## src/rtl/alu_6502_pkg.sv

```systemverilog
// Shared encodings for the 6502 ALU sequencer: one-hot ALU controls, command opcodes,
// FSM states and the carry-recovery helper (the ALU exposes no carry-out).
package alu_6502_pkg;

    localparam logic [4:0] ALU_SUMS = 5'b10000;
    localparam logic [4:0] ALU_ORS  = 5'b01000;
    localparam logic [4:0] ALU_XORS = 5'b00100;
    localparam logic [4:0] ALU_ANDS = 5'b00010;
    localparam logic [4:0] ALU_SRS  = 5'b00001;

    localparam logic [2:0] OP_LOAD  = 3'b000;
    localparam logic [2:0] OP_ADD   = 3'b001;
    localparam logic [2:0] OP_OR    = 3'b010;
    localparam logic [2:0] OP_XOR   = 3'b011;
    localparam logic [2:0] OP_AND   = 3'b100;
    localparam logic [2:0] OP_SHR   = 3'b101;
    localparam logic [2:0] OP_ADD16 = 3'b110;
    localparam logic [2:0] OP_CLR   = 3'b111;

    typedef enum logic [2:0] {S_IDLE, S_EXEC, S_HI, S_INC, S_DONE} state_t;

    // Carry out of an 8-bit add rebuilt from the operand and result sign bits.
    function automatic logic add_carry(input logic a7, input logic b7, input logic r7);
        return (a7 & b7) | ((a7 | b7) & ~r7);
    endfunction

    function automatic logic [4:0] op_ctrl(input logic [2:0] op);
        case (op)
            OP_ADD, OP_ADD16: op_ctrl = ALU_SUMS;
            OP_OR:            op_ctrl = ALU_ORS;
            OP_XOR:           op_ctrl = ALU_XORS;
            OP_SHR:           op_ctrl = ALU_SRS;
            default:          op_ctrl = ALU_ANDS;
        endcase
    endfunction

endpackage

```

## src/rtl/alu_6502_seq.sv

```systemverilog
// Command sequencer driving an external 8-bit 6502 ALU; one pass per cycle,
// chaining EXEC/HI/INC passes to build a 16-bit add.
module alu_6502_seq
    import alu_6502_pkg::*;
#(
    parameter bit ADD16_EN = 1'b1
) (
    input  logic        clk,
    input  logic        rst,
    input  logic        cmd_valid,
    output logic        cmd_ready,
    input  logic [2:0]  cmd_op,
    input  logic [15:0] cmd_operand,
    output logic [7:0]  alu_a,
    output logic [7:0]  alu_b,
    output logic [4:0]  alu_ctrl,
    input  logic [7:0]  alu_result,
    input  logic        alu_overflow,
    output logic        rsp_valid,
    output logic [15:0] rsp_data,
    output logic        flag_n,
    output logic        flag_z,
    output logic        flag_v,
    output logic        flag_c
);

    state_t      state, state_nxt;
    logic [2:0]  op;
    logic [7:0]  operand_hi;
    logic [7:0]  acc, acc_hi;
    logic        c_lo;
    logic [7:0]  a_nxt, b_nxt;
    logic [4:0]  ctrl_nxt;
    logic        accept;
    logic [2:0]  op_eff;
    logic        pass_c;

    assign cmd_ready = (state == S_IDLE) & ~rst;
    assign accept    = cmd_valid & cmd_ready;
    assign rsp_valid = (state == S_DONE);
    assign pass_c    = add_carry(alu_a[7], alu_b[7], alu_result[7]);
    assign op_eff    = (cmd_op == OP_ADD16 && !ADD16_EN) ? OP_ADD : cmd_op;

    // Next state plus the operands for the next pass; idle passes park on AND,0,0.
    always_comb begin
        state_nxt = state;
        a_nxt     = 8'h00;
        b_nxt     = 8'h00;
        ctrl_nxt  = ALU_ANDS;
        case (state)
            S_IDLE: if (accept) begin
                if (op_eff == OP_LOAD || op_eff == OP_CLR) begin
                    state_nxt = S_DONE;
                end else begin
                    state_nxt = S_EXEC;
                    a_nxt     = acc;
                    b_nxt     = cmd_operand[7:0];
                    ctrl_nxt  = op_ctrl(op_eff);
                end
            end
            S_EXEC: if (op == OP_ADD16) begin
                state_nxt = S_HI;
                a_nxt     = acc_hi;
                b_nxt     = operand_hi;
                ctrl_nxt  = ALU_SUMS;
            end else begin
                state_nxt = S_DONE;
            end
            S_HI: if (c_lo) begin
                state_nxt = S_INC;
                a_nxt     = alu_result;
                b_nxt     = 8'h01;
                ctrl_nxt  = ALU_SUMS;
            end else begin
                state_nxt = S_DONE;
            end
            S_INC:   state_nxt = S_DONE;
            default: state_nxt = S_IDLE;
        endcase
    end

    always_ff @(posedge clk) begin
        if (rst) begin
            state      <= S_IDLE;
            op         <= OP_LOAD;
            operand_hi <= 8'h00;
            acc        <= 8'h00;
            acc_hi     <= 8'h00;
            c_lo       <= 1'b0;
            alu_a      <= 8'h00;
            alu_b      <= 8'h00;
            alu_ctrl   <= ALU_ANDS;
            rsp_data   <= 16'h0000;
            flag_n     <= 1'b0;
            flag_z     <= 1'b0;
            flag_v     <= 1'b0;
            flag_c     <= 1'b0;
        end else begin
            state    <= state_nxt;
            alu_a    <= a_nxt;
            alu_b    <= b_nxt;
            alu_ctrl <= ctrl_nxt;
            case (state)
                S_IDLE: if (accept) begin
                    op         <= op_eff;
                    operand_hi <= cmd_operand[15:8];
                    if (op_eff == OP_LOAD) begin
                        acc      <= cmd_operand[7:0];
                        acc_hi   <= cmd_operand[15:8];
                        flag_n   <= cmd_operand[7];
                        flag_z   <= (cmd_operand[7:0] == 8'h00);
                        rsp_data <= cmd_operand;
                    end else if (op_eff == OP_CLR) begin
                        acc      <= 8'h00;
                        acc_hi   <= 8'h00;
                        flag_n   <= 1'b0;
                        flag_z   <= 1'b0;
                        flag_v   <= 1'b0;
                        flag_c   <= 1'b0;
                        rsp_data <= 16'h0000;
                    end
                end
                S_EXEC: begin
                    acc <= alu_result;
                    if (op == OP_ADD16) begin
                        c_lo <= pass_c;
                    end else begin
                        flag_n   <= alu_result[7];
                        flag_z   <= (alu_result == 8'h00);
                        rsp_data <= {acc_hi, alu_result};
                        if (op == OP_ADD) begin
                            flag_v <= alu_overflow;
                            flag_c <= pass_c;
                        end
                    end
                end
                S_HI: begin
                    acc_hi   <= alu_result;
                    flag_n   <= alu_result[7];
                    flag_z   <= ({alu_result, acc} == 16'h0000);
                    flag_v   <= alu_overflow;
                    flag_c   <= pass_c;
                    rsp_data <= {alu_result, acc};
                end
                // Low-pass carry only bumps the high byte; its own carry/overflow OR into HI's.
                S_INC: begin
                    acc_hi   <= alu_result;
                    flag_n   <= alu_result[7];
                    flag_z   <= ({alu_result, acc} == 16'h0000);
                    flag_v   <= flag_v | alu_overflow;
                    flag_c   <= flag_c | pass_c;
                    rsp_data <= {alu_result, acc};
                end
                default: ;
            endcase
        end
    end

endmodule

```

## config.mk

```make
export PLATFORM = sky130hd
export DESIGN_NAME = alu_6502_seq
export DESIGN_NICKNAME = d
export VERILOG_FILES = /design/src/rtl/alu_6502_pkg.sv /design/src/rtl/alu_6502_seq.sv
export SDC_FILE = /design/constraint.sdc
export NUM_CORES = 1
export LEC_CHECK = 0
export BUFFER_PORTS_ARGS = -buffer_cell sky130_fd_sc_hd__buf_4
export CORE_AREA = 2 2 91 93
export CTS_CLUSTER_DIAMETER = 200
export CTS_CLUSTER_SIZE = 8
export DETAILED_ROUTE_END_ITERATION = 6
export DIE_AREA = 0 0 93 95
export GPL_ROUTABILITY_DRIVEN = 0
export GPL_TIMING_DRIVEN = 0
export PLACE_DENSITY = 0.66
export SLEW_MARGIN = 20
export SYNTH_ARGS = -nofsm -noshare
export SYNTH_HDL_FRONTEND = slang
export SYNTH_SLANG_ARGS = --single-unit
export TNS_END_PERCENT = 100
```

## constraint.sdc

```tcl
create_clock -name clk -period 1.4 [get_ports clk]
set_input_delay 0.07 -clock clk [delete_from_list [all_inputs] [get_ports clk]]
set_output_delay 0.07 -clock clk [all_outputs]
set_load 0.1 [all_outputs]
```

Word-level counts from Yosys, hierarchy flattened
Index checks and enable logic that the tools add are counted.
- eq/ne operators: 18
- multiplexer cells: 50
- bitwise operators: 10
- reductions and logical operators: 18
- operators with widths (cell ; number):
    $mux W8 ; 12
    $mux W16 ; 4
    $pmux W16 S3 ; 1
    $pmux W8 S3 ; 2
    $pmux W8 S2 ; 2
    $mux W5 ; 4
    $pmux W5 S4 ; 1
    $logic_not A16 Y1 ; 1
    $logic_not A8 Y1 ; 2
    $eq A3 B3 Y1 const B ; 5
    $pmux W5 S3 ; 1
    $mux W1 ; 14
    $eq A3 B2 Y1 const B ; 4
    $mux W3 ; 4
    $pmux W3 S4 ; 1
    $eq A3 B1 Y1 const B ; 3
    $ne A2 B2 Y1 const B ; 4
    $pmux W1 S4 ; 2
    $logic_not A3 Y1 ; 2
    $pmux W1 S3 ; 2
    $reduce_and A3 Y1 ; 2
    $reduce_and A6 Y1 ; 1
    $and A1 B1 Y1 ; 4
    $or A1 B1 Y1 ; 4
    other kinds (10) ; 14
- flip-flop bits (word level): 72
- input port bits: 31
- logic and storage cells: 110

Depth between registers and ports, before layout
- word-level depth: 6
- depth in mapped cells: 8
- depth with buffers taken out: 5

Least setup slack after synthesis
OpenSTA, ideal clock, no wires.
- kind: reg2out
- start point: register state[0]
- end point: output port rsp_valid
- data arrival time: 2842 ps
- data required time: 1330 ps
- path slack: -1512 ps
- cell stages (with the launch flop): 5
- path buffers: 3
- cells stage by stage: dfxtp_1 buf_2 buf_2 buf_2 nor3_1
- word-level cells in the longest chain between the ends: 1
- RTL lines (item ; RTL line ; text):
    from (decl) ; alu_6502_seq.sv:27 ; state_t state, state_nxt;
    from (signal assigned) ; alu_6502_seq.sv:99 ; state <= state_nxt;
    $eq A3 B3 Y1 ; alu_6502_seq.sv:40 ; assign rsp_valid = (state == S_DONE);
    to (decl) ; alu_6502_seq.sv:19 ; output logic rsp_valid,
Every way passes these cells.

Final worst setup path
- start point: register state[0]
- end point: register rsp_data[3]
- word-level cells in the longest chain between the ends: 5
- elaborated cells between the ends (all ways): 13
- RTL lines (item ; RTL line ; text):
    $logic_not A3 Y1 ; alu_6502_seq.sv:38, alu_6502_seq.sv:103 ;
    $and A1 B1 Y1 ; alu_6502_seq.sv:38 ; assign cmd_ready = (state == S_IDLE) & ~rst;
    $and A1 B1 Y1 ; alu_6502_seq.sv:39 ; assign accept = cmd_valid & cmd_ready;
    $ne A2 B2 Y1 (no line) ; n/a ;
    $reduce_and A4 Y1 (no line) ; n/a ;
    to (signal assigned) ; alu_6502_seq.sv:112 ; rsp_data <= cmd_operand;
    to (signal assigned) ; alu_6502_seq.sv:130 ; rsp_data <= {acc_hi, alu_result};
    to (signal assigned) ; alu_6502_seq.sv:143 ; rsp_data <= {alu_result, acc};
    to (decl) ; alu_6502_seq.sv:20 ; output logic [15:0] rsp_data,
Parallel ways exist; a longest one is shown, timed or not.
A chain may end at the register's enable or synchronous reset.

==> results.yml <==
placement:
  dp_cells: 548
  dp_hpwl_mm: 7.302
  port_buffers: 71
grt:
  grt.total_usage_pct: 24.68
  grt_max_degree: 14
  antenna_found_initial: 0
  grt_pass1_wl_mm: 16.60
  grt_pass1_vias: 3130
  overflow: 0
critical_path:
  cp_max_fo: 6
  required_ns: 1.63
  r2r_start: "state[0]$_SDFFE_PP0P_"
  timing.reg2reg.setup_slack_ns: -0.17
  r2r_end: "rsp_data[3]$_SDFFE_PP0P_"
  startpoint_type: "flop"
  critPathKind: "reg2reg"
  arrival_ns: 1.81
  crit_path_start: "state[0]$_SDFFE_PP0P_"
  crit_end: "rsp_data[3]$_SDFFE_PP0P_"
  reg2reg_depth: 8
  end_kind: "flop"
timing:
  setup_viol: 67
  hold_viol_final: 0
  slew_headroom_pct: 55.35
  fmax_mhz: 635.1
  fin_crit_sh_pct: 112.5
  final.setup_skew_ns: 0.009751
  rsz0062_at_grt: "true"
  layout_setup_ws_ns: -0.1746
  tightest_slew_ns: 0.6698
  fin_crit_ns: 1.575
  slew_violations: 0
  fin_setup_tns_ns: -6.186
clock_tree:
  path_clk_slew_ns: 0.08
  cts-root-buf: "clkbuf_8"
  insertion_delay_ns: 0.36
  cts_buffer_depth: 2
  tritoncts: "done"
  cts.sinks: 72
  cts_made_buffers: 9
  htreeDepth: 3
floorplan:
  rows: 33
  ios: 74
  initial_core_util_pct: 40.86
  coreArea_sq_um: 7928
  die_height_microns: 95
  die_area_sq_um: 8835
  die_w_microns: 93
power:
  power_w: 0.005787
  p_per_area_nw_per_um2: 1124
  power.leakage_nw: 2.162
  ir_drop_mv: 0.8586
drt:
  wl_per_cell_microns: 18.76
  num_vias: 3563
  drt-total-wl_mm: 11.43
  drt-vias-per-instance: 5.851
  final_antenna_net_count: 0
  drc: 0
  dr.pass1.iters: 7
  drt_iter0_drc: 573
synth:
  synth.most_common_cell: "dfxtp_1"
  synthTopCellsByArea: "dfxtp_1, a21oi_1, a222oi_1, nor2_1, nand2_1"
  syn_avg_cell_area_sq_um: 8.708
  yosysWarnings: 0
  ys_ff_latch: 72
  synth-seq-area-share_pct: 44.50
  synth_async_sr_flop_share_pct: 0
  synthTopCellsByCount: "dfxtp_1, a21oi_1, nor2_1"
  syn-num-nets: 403
  yosys_most_used_dff: "dfxtp_1"
  synth_cell_types: 47
  syn_inst: 372
  synth_edf_count: 0
  synth_top_area_share_pct: 44.50
  synth_largest_area_cell: "dfxtp_1"
  syn_area_sq_um: 3239
status:
  violations: "setup timing"
  status: "complete, but fails checks"
layout:
  final_net_count: 530
  drive_gt1_share_pct: 42.06
  finalNonFillerCells: 609
  n_antenna_cell: 0
  area_growth_syn_to_layout_pct: 58.94
  fin_util_pct: 64.95
hold_path:
  hold_path.class: "in2reg"
run:
  drv_cap: 0
critical path, stage by stage (launching register included):
cell and delay [ns]:
dfxtp_2 0.32, buf_6 0.13, nor3b_2 0.16, o21ai_1 0.10, a21oi_2 0.20, buf_6 0.16
buf_8 0.13, mux2i_1 0.19, nor2_1 0.05
kinds of logic (layout without fill, tap and decap cells):
kind of cell / Yosys count / after routing / share of synthesized area (%)
AO/OA/AOI/OAI: 125 / 125 / 27.15
buffers and inverters: 42 / 174 / 6.219
multiplexers: 8 / 8 / 2.472
flip-flops: 72 / 72 / 44.50
AND/OR/NAND/NOR: 125 / 125 / 19.66
power by group:
| group | switching [W] | internal [W] | leakage, nW | total (W) |
|---|---|---|---|---|
| clock network | 0.000833 | 0.00120 | 0.121 | 0.00203 |
| logic | 0.000994 | 0.000543 | 1.45 | 0.00154 |
| registers | 0.0000750 | 0.00215 | 0.588 | 0.00222 |
how the worst min path moves through the flow:
stage	from	endpoint	slack (ns)	cells after the start
after floorplan	cmd_op[2]	alu_ctrl[2]$_SDFF_PP0_	0.15	1
after global placement	alu_overflow	flag_v$_SDFFE_PP0P_	0.27	3
after detailed placement	alu_overflow	flag_v$_SDFFE_PP0P_	0.27	3
after CTS	alu_result[6]	acc_hi[6]$_SDFFE_PP0P_	0.0004	3
after global routing	alu_result[6]	acc_hi[6]$_SDFFE_PP0P_	0.01	3
final	alu_result[6]	acc_hi[6]$_SDFFE_PP0P_	0.006	3
sequential cells by signal, indices dropped and copies added (netlist names):
name	count
rsp_data	16
acc	8
flag_n	1
acc_hi	8
operand_hi	8
flag_v	1
state	3
op	3
flag_z	1
alu_ctrl	5
c_lo	1
flag_c	1
alu_b	8
alu_a	8
layout by cell type (no fill, tap or decap), types with 4 or more instances in the layout:
| cell | netlist | routed |
|---|---|---|
| buf_4 | 1 | 86 |
| dfxtp_1 | 72 | 66 |
| nor2_1 | 42 | 39 |
| a21oi_1 | 49 | 38 |
| nand2_1 | 39 | 25 |
| buf_6 | 2 | 19 |
| dlygate4sd3_1 | 0 | 17 |
| a222oi_1 | 16 | 16 |
| a21oi_2 | 0 | 11 |
| nand2_4 | 0 | 10 |
| clkbuf_8 | 0 | 10 |
| inv_1 | 10 | 9 |
| nand3_1 | 9 | 9 |
| a21o_1 | 9 | 9 |
| a22o_1 | 8 | 8 |
| mux2i_1 | 8 | 8 |
| buf_8 | 0 | 7 |
| a22oi_1 | 10 | 7 |
| a211oi_2 | 0 | 7 |
| o22ai_1 | 7 | 7 |
| buf_12 | 0 | 5 |
| clkbuf_1 | 7 | 5 |
| nand2_2 | 0 | 4 |
| a211oi_1 | 12 | 4 |
| nor4_1 | 4 | 4 |
| dfxtp_2 | 0 | 4 |
per-stage QoR:
step / setup WS (ns) / hold WS [ns] / area [sq um]
after global routing: -0.2030 / 0.01175 / 5149
after floorplan: -0.9521 / 0.1461 / 3312
after global placement: -0.3102 / 0.2707 / 3976
final: -0.1746 / 0.005646 / 5149
after detailed placement: -0.3023 / 0.2724 / 3976
after CTS: -0.1237 / 0.0004488 / 4702
timing repair:
action / in CTS / in global routing
cloned: 5 / 3
setup endpoints to repair: 71 / 73
endpoints found under the hold margin: 21 / 0
hold buffers: 17 / 0
pin swaps: 17 / 37
buffers inserted: 10 / 13
gates resized for setup: 65 / 74
layer usage:
metal,GRT usage (%),vias up,routed length [microns]
li1,-,1624,-
met1,33.30,1655,4656
met2,39.25,239,5388
met3,4.709,45,1050
met4,9.436,0,333
met5,0,-,0
layout make-up:
| type | count | area, sq um |
|---|---|---|
| Sequential cell | 72 | 1454 |
| Multi-Input combinational cell | 258 | 1898 |
| Clock inverter | 6 | 116.4 |
| Inverter | 12 | 62.56 |
| Tap cell | 105 | 131.4 |
| Clock buffer | 10 | 127.6 |
| Fill cell | 624 | 2779 |
| Timing Repair Buffer | 119 | 1065 |
| Buffer | 27 | 294.0 |
Note: power is estimated with default switching activity, not from simulation.
